[src/rtl/spike_rate_encoder.sv]
// spike_rate_encoder
//    Rate encoder: converts a WIDTH-bit stimulus intensity into a spike train
//    lasting N cycles. A phase accumulator sets the spike density: each RUN
//    cycle adds value_reg to acc, and the carry out is the spike. This gives
//    floor(N*value/2^WIDTH) spikes per window.
//
//    Optional feature: define SPIKE_LFSR_EN to add the mode_stoch port and a
//    16-bit LFSR (seed 16'hACE1). With mode_stoch=1, spikes are drawn by
//    comparing the LFSR low bits against value_reg.
//
// Ports
//    clk          rising-edge clock
//    rst_n        synchronous reset, active-low
//    in_valid     stimulus offered
//    in_ready     encoder idle and able to accept a stimulus
//    in_value     stimulus intensity, sampled on acceptance
//    in_window    window length N in cycles (0 means 2^WINDOW_W)
//    mode_stoch   (SPIKE_LFSR_EN only) stochastic mode, sampled on acceptance
//    abort        terminates the current window
//    spike_out    one-cycle spikes, only in RUN
//    busy         high while a window runs
//    done         one-cycle pulse after a window completes normally
//    spike_count  spikes emitted in the current or last window
//
// state  | meaning
// -------+---------------------------------------------------------
// S_IDLE | waiting for a stimulus; in_ready=1; done may pulse here
// S_RUN  | emitting the spike train for the remaining window cycles

module spike_rate_encoder #(
   parameter int WIDTH    = 8,
   parameter int WINDOW_W = 8
) (
   input  logic                clk,
   input  logic                rst_n,
   input  logic                in_valid,
   output logic                in_ready,
   input  logic [WIDTH-1:0]    in_value,
   input  logic [WINDOW_W-1:0] in_window,
`ifdef SPIKE_LFSR_EN
   input  logic                mode_stoch,
`endif
   input  logic                abort,
   output logic                spike_out,
   output logic                busy,
   output logic                done,
   output logic [WINDOW_W-1:0] spike_count
);

   typedef enum logic {S_IDLE, S_RUN} state_t;

   // Remaining-cycle counter is one bit wider so that a window of 2^WINDOW_W
   // cycles can be loaded directly.
   localparam logic [WINDOW_W:0] FULL_WINDOW = {1'b1, {WINDOW_W{1'b0}}};
   localparam logic [WINDOW_W:0] LAST_CYCLE  = {{WINDOW_W{1'b0}}, 1'b1};

   state_t              state, state_nxt;
   logic [WIDTH-1:0]    value_reg;
   logic [WIDTH-1:0]    acc;
   logic [WINDOW_W:0]   remaining;
   logic [WINDOW_W-1:0] count_q;
   logic                done_q;

   logic [WIDTH:0]      sum;
   logic                spike_raw;
   logic                run_step;
   logic                accept;
   logic                window_end;

   assign sum        = {1'b0, acc} + {1'b0, value_reg};
   assign in_ready   = (state == S_IDLE);
   assign accept     = in_valid && in_ready;
   // Abort freezes the window for that cycle: no spike, no count, no update.
   assign run_step   = (state == S_RUN) && !abort;
   assign window_end = run_step && (remaining == LAST_CYCLE);

`ifdef SPIKE_LFSR_EN
   logic [15:0] lfsr;
   logic        lfsr_fb;
   logic        stoch_reg;

   assign lfsr_fb   = lfsr[0] ^ lfsr[2] ^ lfsr[3] ^ lfsr[5];
   assign spike_raw = stoch_reg ? (lfsr[WIDTH-1:0] < value_reg) : sum[WIDTH];

   // Free-running across windows; only RUN cycles without abort advance it.
   always_ff @(posedge clk) begin
      if (!rst_n) begin
         lfsr      <= 16'hACE1;
         stoch_reg <= 1'b0;
      end else begin
         if (accept)
            stoch_reg <= mode_stoch;
         if (run_step)
            lfsr <= {lfsr_fb, lfsr[15:1]};
      end
   end
`else
   assign spike_raw = sum[WIDTH];
`endif

   assign spike_out   = run_step && spike_raw;
   assign busy        = (state == S_RUN);
   assign done        = done_q;
   assign spike_count = count_q;

   always_comb begin
      state_nxt = state;
      case (state)
         S_IDLE: if (accept) state_nxt = S_RUN;
         S_RUN: begin
            if (abort || window_end)
               state_nxt = S_IDLE;
         end
         default: state_nxt = S_IDLE;
      endcase
   end

   always_ff @(posedge clk) begin
      if (!rst_n) begin
         state     <= S_IDLE;
         value_reg <= '0;
         acc       <= '0;
         remaining <= '0;
         count_q   <= '0;
         done_q    <= 1'b0;
      end else begin
         state  <= state_nxt;
         done_q <= window_end;
         if (accept) begin
            value_reg <= in_value;
            remaining <= (in_window == '0) ? FULL_WINDOW : {1'b0, in_window};
            acc       <= '0;
            count_q   <= '0;
         end else if (run_step) begin
            acc       <= sum[WIDTH-1:0];
            remaining <= remaining - LAST_CYCLE;
            if (spike_out)
               count_q <= count_q + 1'b1;
         end
      end
   end

endmodule

[config.mk]
export PLATFORM = sky130hd
export DESIGN_NAME = spike_rate_encoder
export DESIGN_NICKNAME = d
export VERILOG_FILES = /design/src/rtl/spike_rate_encoder.sv
export SDC_FILE = /design/constraint.sdc
export NUM_CORES = 1
export LEC_CHECK = 0
export ABC_AREA = 1
export CORE_MARGIN = 1.5
export CORE_UTILIZATION = 40
export DETAILED_ROUTE_END_ITERATION = 16
export GPL_ROUTABILITY_DRIVEN = 0
export PLACE_DENSITY = 0.64
export SLEW_MARGIN = 5
export SYNTH_ARGS = -nofsm -noshare
export SYNTH_HDL_FRONTEND = slang
export SYNTH_SLANG_ARGS = --single-unit
[constraint.sdc]
create_clock -name clk -period 2.15 [get_ports clk]
set_input_delay 0.43 -clock clk [delete_from_list [all_inputs] [get_ports clk]]
set_output_delay 0.43 -clock clk [all_outputs]
set_load 0.01 [all_outputs]
==> results by group <==
Yosys
  • Main combinational cell family by area after synthesis: simple AND/OR/NAND/NOR gates
  • Mean post-synth cell area: 7.012 um2
  • Synth Area in Compound Gates: about an eighth
  • Async SR Flop Fraction: 0%
  • Synth area leaders: dfxtp_1 (34%), nand2_1 (13%), ha_1 (6.7%)
  • Syn_nets: 325
  • Simple-Gate Fraction of Synth Area: 32.89%
  • Post-Synth Adder-Cell Area: roughly 7.7%
  • Yosys warns: 0
  • Cell variety after synth: 33
  • Yosys reg bits: 35
  • Area leader, netlist: dfxtp_1
  • Mapped Cells: a little under 300
  • Post-Synth XOR/XNOR Area: 3.410%
  • Post-synth top area share: 34.10%
  • Post-synth EDFFs: 0
  • Primary FF master, synth: dfxtp_1
  • Post-synthesis sequential area ratio: 34.10%
  • Mux cell area share after synthesis: 0%
  • Mapped Area: around 2000 um2

Timing
  • RSZ-0062 raised after global routing: yes
  • Final Skew: 0.008194 ns
  • Setup Viol. Count Final: 0
  • Worst slew pin tran: 0.2655 ns
  • Post-Route Hold Slack: 0.4801 ns
  • Post-layout minimum cycle time: between 2 and 2.5 ns
  • Fin. max-slew vios: 0
  • Hold violation count in the final report: 0
  • PnR worst setup slack: 0.01278 ns
  • Final period util: 99.41%
  • Fmax: ~470 MHz
  • Rel. slew slack: between 80% and 90%

GRT
  • GRT Total Usage: 19.21%
  • Largest net degree at the start of global routing: 25
  • First-pass GRT wire length: 7990 um
  • GRT overflow: 0
  • Antenna violations before repair: 0
  • Vias in the first global route: 1,799

Die
  • Num rows: 25
  • Boundary Pins: 32
  • Die height: 74.67 um
  • Initial core utilization: 42.37%
  • Die Width: 74.67 um
  • Die area: 5575 um2
  • Core ar.: 4848 um2

Final layout
  • Multi-input gate area: 1186 um2
  • Design Area, Final: between 2000 and 3000 um2
  • Fraction of final layout cells sized beyond drive strength 1: around 16%
  • Largest Register: remaining
  • Final net count: 379
  • Max reg flops: 9
  • Register Area: 703.2 um2
  • Fillers: about 470
  • ANT cells: 0
  • Area Overhead vs Synth: 30.69%

Drt
  • DRT iter0 DRCs: 76
  • Avg WL per Cell: 11.12 um
  • # DRC: 0
  • Remaining antenna violation count: 0
  • DRT Pass-1 Iters: 4
  • Vias per cell: 4.648
  • Detailed Route WL: 4615 um
  • Vias: 1,929

Setup path
  • Crit path launch type: flip-flop
  • Cells along the critical path: ha_4 -> inv_2 -> fa_2 -> inv_2 -> nand2_2 -> nand2_2 -> nand3_2 -> nand2_4 -> nand2_4 -> clkinv_4 -> buf_6
  • Crit path kind: reg -> out
  • Setup crit start: value_reg[0]
  • Top delay family on crit path: adder cells
  • CP peak stage delay: around 0.36 ns
  • WP buf/inv: 4
  • Worst setup EP type: output pin
  • Reg-to-reg critical path startpoint: value_reg[0]
  • CP max FO: 2
  • WP data required: 1.72 ns
  • Max stage delay cell, worst path: dfxtp_2
  • Worst Path Arrival: 1.71 ns

Power
  • VDD IR max: 0.2784 mV
  • Leakage: 0.001207 uW
  • P per Cell Area: about 550 nW/um2
  • PnR Total Power: 1473 uW

CTS
  • Clk_lat worst skew: 0.29 ns
  • Num CTS Buffers: 5
  • Clk slew on worst S/H paths: 0.08 ns
  • CTS H-tree depth: 2
  • CTS Buffer Depth: 2
  • # clock sinks: 35
  • Clock root buffer master: clkbuf_8
  • CTS tree: built

Placement
  • Placed Area: 2539 um2
  • IO Port Bufs: 31
  • Final HPWL DP: 3473 um
  • Place WS: -0.2053 ns

Min path
  • Min-delay worst type: reg -> reg
  • Hold Path Origin: remaining[0]

Run status
  • Status: finished, final reports clean

Run
  • Max_cap viols: 0
==> stage by stage <==
stage               std cells  setup TNS, ns  util, %
detailed placement        402        -0.2053    52.36
global route              415        -0.1227    55.38
floorplan                 293              0        -
global placement          402        -0.1621    52.36
finish                    415              0    55.38
CTS                       415              0    55.33
==> layout make-up <==
class / count / share of cell area (%)
timing repair buffer: 51 / 17.19
inverter: 43 / 6.291
multi-input combinational: 211 / 44.18
sequential: 35 / 26.19
clock inverter: 1 / 0.1864
tap: 67 / 3.122
clock buffer: 7 / 2.842
==> placed cells by master (no fill, tap or decap), drive strengths merged, types with 2 or more instances in the layout <==
| cell | instances |
|---|---|
| clkbuf | 7 |
| a31oi | 2 |
| xnor2 | 5 |
| nand3b | 4 |
| dfxtp | 35 |
| nor2 | 39 |
| a22o | 7 |
| inv | 42 |
| ha | 11 |
| a21oi | 16 |
| nand3 | 24 |
| or2 | 4 |
| clkinv | 2 |
| clkdlybuf4s50 | 30 |
| o21ai | 17 |
| nand2 | 75 |
| xor2 | 3 |
| buf | 21 |
==> metal layers <==
| metal | global-route usage, % | vias up | part of all wire, % | wire [um] |
|---|---|---|---|---|
| met5 | 0 | - | 0 | 0 |
| met4 | 7.879 | 0 | 1.9 | 87 |
| met3 | 4.016 | 7 | 4.1 | 188 |
| met2 | 28.67 | 36 | 41 | 1882 |
| met1 | 27.09 | 844 | 53 | 2457 |
| li1 | - | 1042 | - | - |
==> synth_stat cells, types with 2 or more instances <==
cell type,instances
nor2_1,33
nand2_2,2
inv_2,5
nand2_4,3
nand3_1,23
nor2_2,4
or2_0,2
ha_1,11
a21oi_1,15
a22o_1,7
dfxtp_1,35
o21ai_1,5
o21ai_0,12
nand3b_1,4
inv_1,36
xnor2_1,5
xor2_1,3
a31oi_1,2
nand2_1,70
buf_2,3
==> power by group <==
group / internal [uW] / total (uW) / switching (uW) / leakage (uW)
clock network: 227 / 469 / 241 / 0.0000422
logic: 134 / 298 / 164 / 0.000878
registers: 682 / 707 / 24.8 / 0.000287
==> logic make-up (layout without fill, tap and decap cells) <==
| family | count (synthesis) | count (layout) |
|---|---|---|
| compound gates | 44 | 44 |
| xor+xnor | 8 | 8 |
| fa+ha+maj | 12 | 12 |
| buf+inv | 47 | 102 |
| flops | 35 | 35 |
| simple gates | 147 | 147 |
==> timing repair <==
action	CTS	global route
hold buffers	0	0
setup endpoints to repair	1	3
resized for setup	12	4
pin swaps	3	4
setup buffers	5	0
==> path summary, 6_finish.rpt <==
check / endpoint / slack (ns) / cells after the start
setup / recovery: spike_out / 0.01 / 11
hold / removal: remaining[0] / 0.48 / 1
setup reg to reg: acc[6] / 0.08 / 18
hold reg to reg: remaining[0] / 0.48 / 1
Power figures use the tool's default switching activity.
